File: config.mk
export PLATFORM = sky130hd
export DESIGN_NAME = run_initiator
export DESIGN_NICKNAME = d
export VERILOG_FILES = /design/src/rtl/run_initiator.sv
export SDC_FILE = /design/constraint.sdc
export NUM_CORES = 1
export LEC_CHECK = 0
export CAP_MARGIN = 10
export CORE_UTILIZATION = 40
export CTS_CLUSTER_DIAMETER = 60
export DETAILED_ROUTE_END_ITERATION = 8
export GPL_ROUTABILITY_DRIVEN = 0
export SKIP_CTS_REPAIR_TIMING = 1
export SLEW_MARGIN = 20
export SYNTH_ARGS = -nofsm -noshare
export SYNTH_HDL_FRONTEND = slang
export SYNTH_SLANG_ARGS = --single-unit
File: constraint.sdc
create_clock -name clk -period 1.75 [get_ports clk]
set_input_delay 0.35 -clock clk [delete_from_list [all_inputs] [get_ports clk]]
set_output_delay 0.35 -clock clk [all_outputs]
set_load 0.05 [all_outputs]
File: src/rtl/run_initiator.sv
// Run initiator: launches in_num one-at-a-time run requests, waits for each
// in_done, and faults if the responder stays silent for TIMEOUT cycles.
module run_initiator #(
    parameter int TIMEOUT = 16
) (
    input  logic       clk,
    input  logic       rst,
    input  logic       in_start,
    input  logic [7:0] in_num,
    input  logic       in_done,
    output logic       out_run,
    output logic       out_busy,
    output logic       out_finish,
    output logic       out_timeout,
    output logic [7:0] out_count
);

    typedef enum logic [2:0] {IDLE, ISSUE, WAIT, FINISH, FAULT} state_t;

    localparam logic [7:0] TIMER_LAST = 8'(TIMEOUT - 1);

    if (TIMEOUT < 2 || TIMEOUT > 255) begin : g_bad_timeout
        $error("run_initiator: TIMEOUT must lie in 2..255");
    end

    state_t     state;
    state_t     next_state;
    logic [7:0] timer;
    logic [7:0] num_latched;
    logic [7:0] count;
    logic       last_run;

    assign last_run = (count + 8'd1) == num_latched;

    always_ff @(posedge clk or posedge rst) begin
        if (rst) begin
            state <= IDLE;
        end else begin
            state <= next_state;
        end
    end

    // A completion in the same cycle as timer expiry takes priority over the fault.
    always_comb begin
        next_state = state;
        case (state)
            IDLE, FAULT: begin
                if (in_start) begin
                    next_state = (in_num != 8'd0) ? ISSUE : FINISH;
                end
            end
            ISSUE:  next_state = WAIT;
            WAIT: begin
                if (in_done) begin
                    next_state = last_run ? FINISH : ISSUE;
                end else if (timer == TIMER_LAST) begin
                    next_state = FAULT;
                end
            end
            FINISH: next_state = IDLE;
            default: next_state = IDLE;
        endcase
    end

    always_ff @(posedge clk or posedge rst) begin
        if (rst) begin
            timer       <= 8'd0;
            num_latched <= 8'd0;
            count       <= 8'd0;
        end else begin
            case (state)
                IDLE, FAULT: begin
                    if (in_start) begin
                        count <= 8'd0;
                        timer <= 8'd0;
                        if (in_num != 8'd0) begin
                            num_latched <= in_num;
                        end
                    end
                end
                ISSUE: timer <= 8'd0;
                WAIT: begin
                    if (in_done) begin
                        count <= count + 8'd1;
                    end else begin
                        timer <= timer + 8'd1;
                    end
                end
                default: ;
            endcase
        end
    end

    always_comb begin
        out_run     = (state == ISSUE);
        out_busy    = (state == ISSUE) || (state == WAIT);
        out_finish  = (state == FINISH);
        out_timeout = (state == FAULT);
        out_count   = count;
    end

endmodule

After elaboration in Yosys (flattened, before gate mapping)
Index checks and enable logic that the tools add are counted.
Word-level totals
  word-level logic and storage cells: 37
  flip-flop bits (word level): 27
  output and inout port bits: 12
  input port bits: 12
Cells by class
  $add $sub $neg: 2
  mux-type cells: 11
  eq/ne operators: 10
  reduce and logical (&&, ||, !) cells: 10
Operators with widths (count)
  two-way mux 8 bit: 3
  case mux 8 bit (3 select lines): 1
  adder 8 x 1 -> 8 bit, second input constant: 2
  case mux 8 bit (2 select lines): 1
  two-way mux 3 bit: 3
  case mux 3 bit (3 select lines): 1
  AND reduction 3 bit: 3
  == test 8 x 4 -> 1 bit, second input constant: 1
  == test 8 bit: 1
  nonzero test 8 bit: 1
  == test 3 x 2 -> 1 bit, second input constant: 2
  inequality test 2 bit, second input constant: 3
  two-way mux 2 bit: 2
  == test 3 x 1 -> 1 bit, second input constant: 1
  == test 3 bit, second input constant: 1
  zero test 3 bit: 1
  inequality test 3 bit, second input constant: 1
  nonzero test 3 bit: 1
  AND reduction 2 bit: 1
  nonzero test 2 bit: 1
  OR reduction 2 bit: 1
  logical OR 1 bit: 1

Depth between registers and ports, before layout
  depth after elaboration: 5
  gate-level depth with buffers: 7
  mapped depth without buffers: 6

Worst setup path after synthesis
Ideal clock, no wire load.
  kind: register to register
  start point: register count[0], in the netlist out_count[0]
  end point: register state[1]
  cell stages (with the launch flop): 7
  slack: -0.348 ns
  buffers on the path: 1
  data arrival time: 1.962 ns
  library setup time: 0.135 ns
  cells stage by stage: dfrtp_1 > ha_1 > clkbuf_1 > and4b_1 > a221o_1 > a22oi_1 > o31ai_2
On the way
  longest elaborated chain between the ends: 5
Ends and longest elaborated chain
  start: declaration: RTL line 30  | logic [7:0] count;
  start signal: assignment: RTL line 84  | count <= count + 8'd1;
  adder 8 x 1 -> 8 bit: RTL line 33  | assign last_run = (count + 8'd1) == num_latched;
  == test 8 bit: RTL line 33
  two-way mux 2 bit: RTL line 55  | next_state = last_run ? FINISH : ISSUE;
  two-way mux 3 bit: RTL line 54  | if (in_done) begin
  case mux 3 bit (3 select lines): RTL line 46  | case (state)
  end signal: assignment: RTL line 39  | state <= next_state;
  end: declaration: RTL line 26  | state_t state;
No other way between the ends.
A chain may end at the register's enable or synchronous reset.

Worst setup path after layout
  start point: register state[0]
  end point: output port out_busy
On the way
  longest elaborated chain between the ends: 2
  elaborated cells on any way between the ends: 3
Ends and longest elaborated chain
  == test 3 x 1 -> 1 bit or == test 3 x 2 -> 1 bit (tied branches): RTL line 96  | out_busy = (state == ISSUE) || (state == WAIT);
  logical OR 1 bit *: RTL line 96
  end: declaration: RTL line 12  | output logic out_busy,
Mark *: on every way between the ends. The rest lies on a longest branch, timed or not.

==> results.cfg <==
[status]
status = completed

[detailed_routing]
first_pass_iters = 4
postRouteWirelength_mm = 3.86
drt-initial-drc-count = 67
detailroute.via_count = 1381
wl_cell_um = 15.6
routed_via_density = 5.59
drt.antenna.violating_nets = 0
route.detailed.drc = 0

[setup_path]
timing.critical_path.to_type = primary output
worst-endpoint-arrival_ps = 1400
critical-path-slowest-cell = sky130_fd_sc_hd__dfrtp_2
critical_path.reg2reg.startpoint = out_count[1]
critPathTopFamily = flip-flops
worst_r2r_path_depth = 5
crit_required_ps = 1400
crit_path_start_kind = register
timing.reg2reg.setup_slack_ps = 40
path_cells = or2b_1, a21oi_2, buf_12
slowest_delay_ps = 520
reg2reg_to = state[1]
crit_buf_inv = 1
critPathKind = reg -> out
path_max_fanout = 11

[global_route]
grt_pass1_vias = 1377
globalRouteMet1Util_pct = 25.1
busiest_layer = met2
grt.met3_usage_pct = 2.07
use_met2_pct = 36.1
globalRouteOverflowTotal = 0
grt_max_degree = 28
global_route.usage.total_pct = 19.9
grt_pass1_wl_mm = 6.56
antenna_found_initial = 0

[synth]
mappedNetlistArea_um2 = 1640
synth-seq-area-share_pct = 41.2
postSynthAreaPerCell_um2 = 9.88
ys_warn_count = 0
synthDistinctLibCells = 49
synth.area.top_cells = sky130_fd_sc_hd__dfrtp_1, sky130_fd_sc_hd__xnor2_1, sky130_fd_sc_hd__mux2_2
synth_enable_flop_cells = 0
synthCells = 166
synth.top_cells.by_count = sky130_fd_sc_hd__dfrtp_1, sky130_fd_sc_hd__o21ai_0, sky130_fd_sc_hd__nor2_1
yosysMostFrequentCell = sky130_fd_sc_hd__dfrtp_1
synth_top_area_cell = sky130_fd_sc_hd__dfrtp_1
syn_nets = 180
postSynthRegisterBits = 27
yosysTopAreaCellShare_pct = 41.2
async_flop_share_pct = 100
synth-main-ff-cell = sky130_fd_sc_hd__dfrtp_1

[layout]
layout.core_utilization_pct = 55.8
flow.area_growth_from_synthesis_pct = 29.2
num-nets-final = 214
instances_no_fill = 247
antenna_cells = 0
stdcell_area_um2 = 2120
fill_cells = 353
drive_above_1_share_pct = 31.7

[power]
leak_nw = 0.888
power_density_nw_per_um2 = 1290
vdd_ir_drop_max_v = 0.000663
p_total_mw = 2.73

[floorplanning]
core_area_um2 = 3800
top_level_ports = 24
dieArea_um2 = 4360
start_util_pct = 43.2
num_rows = 22
chipWidth_um = 66.0
floorplan.die.height_um = 66.0

[placement]
post-place-ws_ps = -243
placed_cell_areas_um2 = 2030
port_buffers = 23
detailedPlacementHpwl_mm = 2.93
post-place-cells = 242

[sta]
slew-limit-headroom_pct = 69.4
worst_clock_skew_ps = 1.75
maxClockFrequency_mhz = 572
fin_crit_ps = 1750
finalCritPeriodShare_pct = 99.9
report.final.setup_viol = 0
hold_viol_final = 0
worst_slew_pin_slew_ps = 455
drv_slew = 0
hold_ws_ps = 427
finalSetupTns_ps = 0
rsz0062_at_grt = yes
final.setup.worst_slack_ps = 1.65

[clocking]
clk_path_buf_depth = 2
cts-buffers-inserted = 3
cts.reportedPaths.clkPinSlew_ps = 100
cts_tree = done
clk-insertion-delay-late_ps = 270
cts_sinks = 27
number_of_levels_the_h_tree_was_split_into = 1
cts.root.buffer_cell = sky130_fd_sc_hd__clkbuf_8

[flow_run]
cap_violations = 0

[hold_path]
min_path_type = in -> async
## worst reg2reg max path, cell delays in order (launching register included)
cell and delay, ps:
sky130_fd_sc_hd__dfrtp_2 460, sky130_fd_sc_hd__and2_1 220, sky130_fd_sc_hd__and4b_1 220, sky130_fd_sc_hd__a221o_1 360
sky130_fd_sc_hd__a22oi_2 220, sky130_fd_sc_hd__o31ai_2 120
## power breakdown
group	leakage, nW	internal [mW]	switching, mW
Combinational	0.518	0.667	0.692
Sequential	0.345	0.786	0.218
Clock	0.0255	0.160	0.205
Total	0.888	1.61	1.11
## placed cells by master, fill, tap and decap left out, types with 3 or more instances in the layout
master and n:
sky130_fd_sc_hd__clkdlybuf4s50_1 10, sky130_fd_sc_hd__buf_4 21, sky130_fd_sc_hd__and2b_1 3, sky130_fd_sc_hd__o31ai_1 4
sky130_fd_sc_hd__inv_1 5, sky130_fd_sc_hd__xnor2_1 10, sky130_fd_sc_hd__buf_12 6, sky130_fd_sc_hd__a21oi_1 4
sky130_fd_sc_hd__xor2_1 5, sky130_fd_sc_hd__nand3_1 6, sky130_fd_sc_hd__nand2_1 11, sky130_fd_sc_hd__dfrtp_2 7
sky130_fd_sc_hd__o21ai_0 15, sky130_fd_sc_hd__nor2_1 12, sky130_fd_sc_hd__dfrtp_1 20, sky130_fd_sc_hd__mux2_2 7
sky130_fd_sc_hd__nand4_1 3, sky130_fd_sc_hd__or3_1 3, sky130_fd_sc_hd__clkbuf_8 3
## registers in the layout, indices dropped and copies added (netlist names)
name	count
num_latched	8
out_count	8
state	3
timer	8
## cell type report
| cell class | count | area (µm²) | area share, % |
|---|---|---|---|
| clock buffer | 3 | 41.3 | 1.95 |
| clock inverter | 1 | 5.00 | 0.236 |
| inverter | 5 | 18.8 | 0.885 |
| multi-input combinational | 125 | 920 | 43.4 |
| sequential | 27 | 684 | 32.3 |
| tap | 48 | 60.1 | 2.83 |
| timing repair buffer | 38 | 390 | 18.4 |
## routing by layer
metal | wire length, µm | vias to the layer above
li1 | - | 666
met5 | 0 | -
met1 | 1680 | 675
met2 | 1950 | 36
met3 | 173 | 4
met4 | 55 | 0
## kinds of logic (layout without fill, tap and decap cells)
kind of cell,after synthesis,in the layout,synth area share [%]
and+or+nand+nor,63,63,23.9
adders and majority gates,2,2,1.53
AOI/OAI and AO/OA,37,37,15.4
DFF,27,27,41.2
muxes,8,8,5.42
buffers and inverters,14,47,4.58
xor gates and xnor gates,15,15,8.01
## worst max path at each step
stage	start	endpoint	slack, ps	cells after the start
global route	state[0]	out_busy	-50	3
detailed placement	in_num[2]	num_latched[2]	-240	5
floorplan	out_count[0]	state[1]	-160	6
global placement	in_start	timer[2]	-170	6
CTS	state[0]	out_busy	-150	3
finish	state[0]	out_busy	2	3
(Power assumes the default switching activity.)
